$ cat src/rtl/mips_ctrl_pkg.sv
// Shared definitions for the multicycle MIPS controller: state encodings,
// decoded opcodes, ALU class codes and the control-word layout.
package mips_ctrl_pkg;

   typedef enum logic [3:0] {
      S_FETCH     = 4'd0,
      S_DECODE    = 4'd1,
      S_MEM_ADDR  = 4'd2,
      S_MEM_READ  = 4'd3,
      S_MEM_WB    = 4'd4,
      S_MEM_WRITE = 4'd5,
      S_EXECUTE   = 4'd6,
      S_R_WB      = 4'd7,
      S_BRANCH    = 4'd8,
      S_JUMP      = 4'd9,
      S_ADDI_EX   = 4'd10,
      S_ADDI_WB   = 4'd11
   } state_t;

   localparam logic [5:0] OP_RTYPE = 6'b000000;
   localparam logic [5:0] OP_LW    = 6'b100011;
   localparam logic [5:0] OP_SW    = 6'b101011;
   localparam logic [5:0] OP_BEQ   = 6'b000100;
   localparam logic [5:0] OP_J     = 6'b000010;
   localparam logic [5:0] OP_ADDI  = 6'b001000;

   localparam logic [1:0] ALU_ADD   = 2'b00;
   localparam logic [1:0] ALU_SUB   = 2'b01;
   localparam logic [1:0] ALU_FUNCT = 2'b10;

   typedef struct packed {
      logic       pc_write;
      logic       pc_write_cond;
      logic       i_or_d;
      logic       mem_read;
      logic       mem_write;
      logic       ir_write;
      logic       mem_to_reg;
      logic       reg_dst;
      logic       reg_write;
      logic       alu_src_a;
      logic [1:0] alu_src_b;
      logic [1:0] alu_op;
      logic [1:0] pc_source;
   } ctrl_t;

   function automatic logic is_mem_state(state_t s);
      return (s == S_FETCH) || (s == S_MEM_READ) || (s == S_MEM_WRITE);
   endfunction

endpackage

$ cat src/rtl/mips_ctrl_decode.sv
// Moore output decode: maps an FSM state to its raw (ungated) control word.
module mips_ctrl_decode
   import mips_ctrl_pkg::*;
(
   input  state_t state,
   output ctrl_t  ctrl
);

   always_comb begin
      ctrl = '0;
      case (state)
         S_FETCH: begin
            ctrl.mem_read  = 1'b1;
            ctrl.ir_write  = 1'b1;
            ctrl.pc_write  = 1'b1;
            ctrl.alu_src_b = 2'b01;
            ctrl.alu_op    = ALU_ADD;
         end
         S_DECODE: begin
            ctrl.alu_src_b = 2'b11;
            ctrl.alu_op    = ALU_ADD;
         end
         S_MEM_ADDR, S_ADDI_EX: begin
            ctrl.alu_src_a = 1'b1;
            ctrl.alu_src_b = 2'b10;
         end
         S_MEM_READ: begin
            ctrl.mem_read = 1'b1;
            ctrl.i_or_d   = 1'b1;
         end
         S_MEM_WB: begin
            ctrl.reg_write  = 1'b1;
            ctrl.mem_to_reg = 1'b1;
         end
         S_MEM_WRITE: begin
            ctrl.mem_write = 1'b1;
            ctrl.i_or_d    = 1'b1;
         end
         S_EXECUTE: begin
            ctrl.alu_src_a = 1'b1;
            ctrl.alu_op    = ALU_FUNCT;
         end
         S_R_WB: begin
            ctrl.reg_dst   = 1'b1;
            ctrl.reg_write = 1'b1;
         end
         S_BRANCH: begin
            ctrl.alu_src_a     = 1'b1;
            ctrl.alu_op        = ALU_SUB;
            ctrl.pc_write_cond = 1'b1;
            ctrl.pc_source     = 2'b01;
         end
         S_JUMP: begin
            ctrl.pc_write  = 1'b1;
            ctrl.pc_source = 2'b10;
         end
         S_ADDI_WB: ctrl.reg_write = 1'b1;
         default: ctrl = '0;
      endcase
   end

endmodule

$ cat src/rtl/mips_multicycle_controller.sv
// Multicycle MIPS control FSM with retired-instruction counter.
// Define MEM_HANDSHAKE_EN to make memory states wait on mem_ready.
module mips_multicycle_controller
   import mips_ctrl_pkg::*;
(
   input  logic        clk,
   input  logic        rst,
   input  logic [5:0]  opcode,
   input  logic [5:0]  funct,
   input  logic        zero,
   input  logic        mem_ready,
   output logic        pc_write,
   output logic        pc_write_cond,
   output logic        i_or_d,
   output logic        mem_read,
   output logic        mem_write,
   output logic        ir_write,
   output logic        mem_to_reg,
   output logic        reg_dst,
   output logic        reg_write,
   output logic        alu_src_a,
   output logic [1:0]  alu_src_b,
   output logic [1:0]  alu_op,
   output logic [1:0]  pc_source,
   output logic        illegal_op,
   output logic [3:0]  state,
   output logic [31:0] retired
);

   state_t cur_state, nxt_state, dec_state;
   ctrl_t  raw;
   logic   mem_done, illegal_dec, retire, strobe_en;
   logic   inputs_unused;

   // funct only matters to the ALU control downstream; zero is consumed by the datapath
`ifdef MEM_HANDSHAKE_EN
   assign mem_done      = mem_ready;
   assign inputs_unused = ^{funct, zero};
`else
   assign mem_done      = 1'b1;
   assign inputs_unused = ^{funct, zero, mem_ready};
`endif

   always_ff @(posedge clk) begin
      if (rst) begin
         cur_state  <= S_FETCH;
         retired    <= '0;
         illegal_op <= 1'b0;
      end else begin
         cur_state  <= nxt_state;
         illegal_op <= illegal_dec;
         if (retire) retired <= retired + 32'd1;
      end
   end

   always_comb begin
      nxt_state   = cur_state;
      illegal_dec = 1'b0;
      retire      = 1'b0;
      case (cur_state)
         S_FETCH:     if (mem_done) nxt_state = S_DECODE;
         S_DECODE: begin
            case (opcode)
               OP_RTYPE:     nxt_state = S_EXECUTE;
               OP_LW, OP_SW: nxt_state = S_MEM_ADDR;
               OP_BEQ:       nxt_state = S_BRANCH;
               OP_J:         nxt_state = S_JUMP;
               OP_ADDI:      nxt_state = S_ADDI_EX;
               default: begin
                  nxt_state   = S_FETCH;
                  illegal_dec = 1'b1;
               end
            endcase
         end
         S_MEM_ADDR:  nxt_state = (opcode == OP_SW) ? S_MEM_WRITE : S_MEM_READ;
         S_MEM_READ:  if (mem_done) nxt_state = S_MEM_WB;
         S_MEM_WRITE: begin
            if (mem_done) begin
               nxt_state = S_FETCH;
               retire    = 1'b1;
            end
         end
         S_EXECUTE:   nxt_state = S_R_WB;
         S_ADDI_EX:   nxt_state = S_ADDI_WB;
         S_MEM_WB, S_R_WB, S_BRANCH, S_JUMP, S_ADDI_WB: begin
            nxt_state = S_FETCH;
            retire    = 1'b1;
         end
         default:     nxt_state = S_FETCH;
      endcase
   end

   // Reset decodes as FETCH; write strobes fire only in the completing memory cycle
   assign dec_state = rst ? S_FETCH : cur_state;
   assign strobe_en = !rst && (!is_mem_state(cur_state) || mem_done);

   mips_ctrl_decode u_decode (
      .state (dec_state),
      .ctrl  (raw)
   );

   assign pc_write      = raw.pc_write  & strobe_en;
   assign ir_write      = raw.ir_write  & strobe_en;
   assign reg_write     = raw.reg_write & strobe_en;
   assign mem_write     = raw.mem_write & ~rst;
   assign pc_write_cond = raw.pc_write_cond;
   assign i_or_d        = raw.i_or_d;
   assign mem_read      = raw.mem_read;
   assign mem_to_reg    = raw.mem_to_reg;
   assign reg_dst       = raw.reg_dst;
   assign alu_src_a     = raw.alu_src_a;
   assign alu_src_b     = raw.alu_src_b;
   assign alu_op        = raw.alu_op;
   assign pc_source     = raw.pc_source;
   assign state         = cur_state;

endmodule

$ cat config.mk
export PLATFORM = sky130hd
export DESIGN_NAME = mips_multicycle_controller
export DESIGN_NICKNAME = d
export VERILOG_FILES = /design/src/rtl/mips_ctrl_pkg.sv /design/src/rtl/mips_ctrl_decode.sv /design/src/rtl/mips_multicycle_controller.sv
export SDC_FILE = /design/constraint.sdc
export NUM_CORES = 1
export LEC_CHECK = 0
export CAP_MARGIN = 20
export CORE_UTILIZATION = 46
export CTS_CLUSTER_SIZE = 14
export DETAILED_ROUTE_END_ITERATION = 8
export PLACE_DENSITY = 0.8
export SLEW_MARGIN = 25
export SYNTH_ARGS = -nofsm -noshare
export SYNTH_HDL_FRONTEND = slang
export SYNTH_SLANG_ARGS = --single-unit
$ cat constraint.sdc
create_clock -name clk -period 2.1 [get_ports clk]
set_input_delay 0.315 -clock clk [delete_from_list [all_inputs] [get_ports clk]]
set_output_delay 0.315 -clock clk [all_outputs]
set_load 0.005 [all_outputs]
==> metrics.md <==
| Metric | Value |
|---|---|
| Die Area | `4810 um^2` |
| Area of the core | `4350 um^2` |
| Area after DPL | `2800 um^2` |
| YS warnings | `0` |
| Largest family of logic cells by synthesized area | `simple AND/OR/NAND/NOR gates` |
| Fraction of layout cells with a size suffix above 1 | `0.158` |
| Post-Layout Cell Count | `382` |
| P_leak | `1.01 nW` |
| Top cells by area, synth | `dfxtp_1 35%, or4_1 7.2%, a21oi_1 6.5%, o31ai_1 6.5%, nand4_1 3.9%` |
| Syn avg cell area | `7.94 um^2` |
| PwrDens | `just under 500 nW/um^2` |
| Initial Utilization | `0.479` |
| Half-perimeter wire length after placement | `3790 um` |
| Reg area | `753 um^2` |
| Peak VDD IR | `0.344 mV` |
| Post-synth top flop | `dfxtp_1` |
| Setup CP Type | `flip-flop to output port` |
| CTS max path bufs | `2` |
| Post-synth EDFFs | `0` |
| Fraction of registers with async set/reset | `0` |
| Vias in the first global route | `1995` |
| # diodes | `0` |
| Measured slew at the worst slew-check pin | `508 ps` |
| Routed len/inst | `14.6 um` |
| Via-per-instance ratio | `5.81` |
| Clock skew | `6.27 ps` |
| Worst Path Arrival | `1730 ps` |
| Final GP Congestion | `0.853` |
| Synthesized net count | `280` |
| Final hold slack | `approximately 490 ps` |
| Num rows | `24` |
| Area of the multi-input gates | `1230 um^2` |
| Top-Level Pins | `69` |
| Remaining antenna violation count after routing | `0` |
| Slew HR | `0.653` |
| Peak Freq | `489 MHz` |
| Post-synth top cells | `37 x dfxtp_1, 27 x a21oi_1, 20 x or4_1, 19 x nor2_1, 18 x o31ai_1` |
| Compound-Gate Fraction of Synth Area | `0.189` |
| DR iter-0 viols | `119` |
| Final Hold Vio Count | `0` |
| Cell area after layout | `2980 um^2` |
| Overall power consumption | `1.46 mW` |
| Final WL | `roughly 5600 um` |
| Number of synthesized register bits | `37` |
| Sequential element share of the synthesized area | `0.355` |
| Largest area contributor in the netlist | `dfxtp_1` |
| Clock Sinks | `37` |
| Largest net degree at the start of global routing | `29` |
| Period minus WS final | `2040 ps` |
| Die Y | `between 60 and 70 um` |
| Post-CTS Hold Fix Bufs | `0` |
| Max H-tree Level | `2` |
| Port Buf Inserts | `60` |
| Post-Synth Adder-Cell Area | `0.0108` |
| Gr ovfl total | `0` |
| Vias | `~2200` |
| Xor/xnor cell area share of the yosys netlist | `0.0414` |
| Count of pins over their slew limit | `0` |
| Placed insts | `about 370` |
| CP endpoint kind | `output port` |
| First-pass iteration count of the detailed router | `4` |
| Fill count | `354` |
| Clk_lat worst skew | `290 ps` |
| Initial antenna violation count | `0` |
| Clk pin slew, worst setup/hold paths | `80 ps` |
| Outcome | `completed` |
| Mapped cell area | `2090 um^2` |
| Synth cell types | `40` |
| P&R area growth vs syn | `42.8%` |
| Setup violators final | `0` |
| Maxcap violations | `0` |
| Mux share of post-synthesis cell area | `0.00540` |
| Global Route Usage Sum | `0.230` |
| Root cell of the clock tree | `clkbuf_8` |
| CTS tree | `done` |
| Mapped Cells | `around 260` |
| Top-count cell post-synth | `dfxtp_1` |
| Worst hold path type | `flip-flop to flip-flop` |
| Synth Area in Simple Gates | `0.324` |
| Final cell utilization of the core | `0.684` |
| DRC | `0` |
| Final Cycle Share | `0.973` |
| Layout Nets | `346` |
| CP Launch Type | `flip-flop` |
| Die Wd | `69.4 um` |
| Top-area cell type share of the netlist area | `0.355` |
| Worst Path Required | `1780 ps` |
| CTS Buf Count | `5` |
| Crit path max fanout | `4` |
| First-pass GRT wire length | `9250 um` |
## where the power goes
part           leakage [nW]  internal, mW  switching, mW
logic                 0.654        0.0581         0.0513
clock network        0.0585         0.387          0.256
registers             0.301         0.702        0.00401
total                  1.01          1.15          0.312
## placed cells by master (no fill, tap or decap), types with 2 or more instances in the layout
master,netlist,layout
a21oi_1,27,27
dlymetal6s2s_1,0,3
or4_1,20,20
clkdlybuf4s50_1,0,55
or3_1,8,7
o21ai_0,10,9
nand3_1,11,11
nor2b_1,2,2
and3_1,3,3
xor2_1,7,7
o31ai_1,18,18
dfxtp_4,0,3
inv_1,9,9
or2_2,4,3
buf_4,3,23
nand4_1,13,13
a211oi_1,2,2
clkbuf_8,0,6
and4_1,3,3
dlygate4sd2_1,0,2
nor2_1,19,16
nor3_1,7,5
nand4_2,2,2
nor2_2,0,3
dfxtp_1,37,33
and2_1,5,5
nand2_1,15,15
## worst paths after layout
kind,startpoint,endpoint,cells after the start,slack [ps]
worst max-delay path,state[0],pc_write_cond,3,60
worst max register to register,retired[13],retired[29],4,120
worst min-delay path,retired[24],retired[24],2,490
worst min register to register,retired[24],retired[24],2,490
## routing by layer
| layer | share of wire | GRT usage |
|---|---|---|
| met1 | 0.45 | 0.305 |
| met3 | 0.049 | 0.0567 |
| met2 | 0.49 | 0.376 |
| met4 | 0.0036 | 0.0544 |
| met5 | 0 | 0 |
## flip-flops by register name (all words and copies together), names as in the netlist
signal / flops
retired: 32
state: 4
illegal_op: 1
## area by class of cell
type                            count  area share
Multi-Input combinational cell    193       0.414
Inverter                            9      0.0113
Timing Repair Buffer               83       0.261
Clock inverter                      1      0.0101
Sequential cell                    37       0.253
Tap cell                           52      0.0218
Clock buffer                        7      0.0290
## cell families after synthesis
group | count (synthesis)
xor+xnor | 9
buf+inv | 33
simple gates | 117
mux | 1
compound gates | 64
fa+ha+maj | 2
flops | 37
## worst max-delay path: stages (launching register included)
cell and delay, ps:
dfxtp_4 360, or3_4 420, nor2_2 140, clkdlybuf4s50_1 520
## timing repair
item / CTS / global route
pin swaps: 3 / 0
endpoints found under the hold margin: 0 / 0
gates resized for setup: 13 / 10
setup buffers: 1 / 0
endpoints found under the setup margin: 14 / 10
gates cloned: 0 / 0
## stage by stage
stage | worst slack, ps | TNS, ps
after floorplan | 209 | 0
after global placement | -164 | -678
after detailed placement | -173 | -893
after CTS | 10.9 | 0
after global routing | -4.71 | -6.81
final | 56.0 | 0
Power figures use the tool's default switching activity.
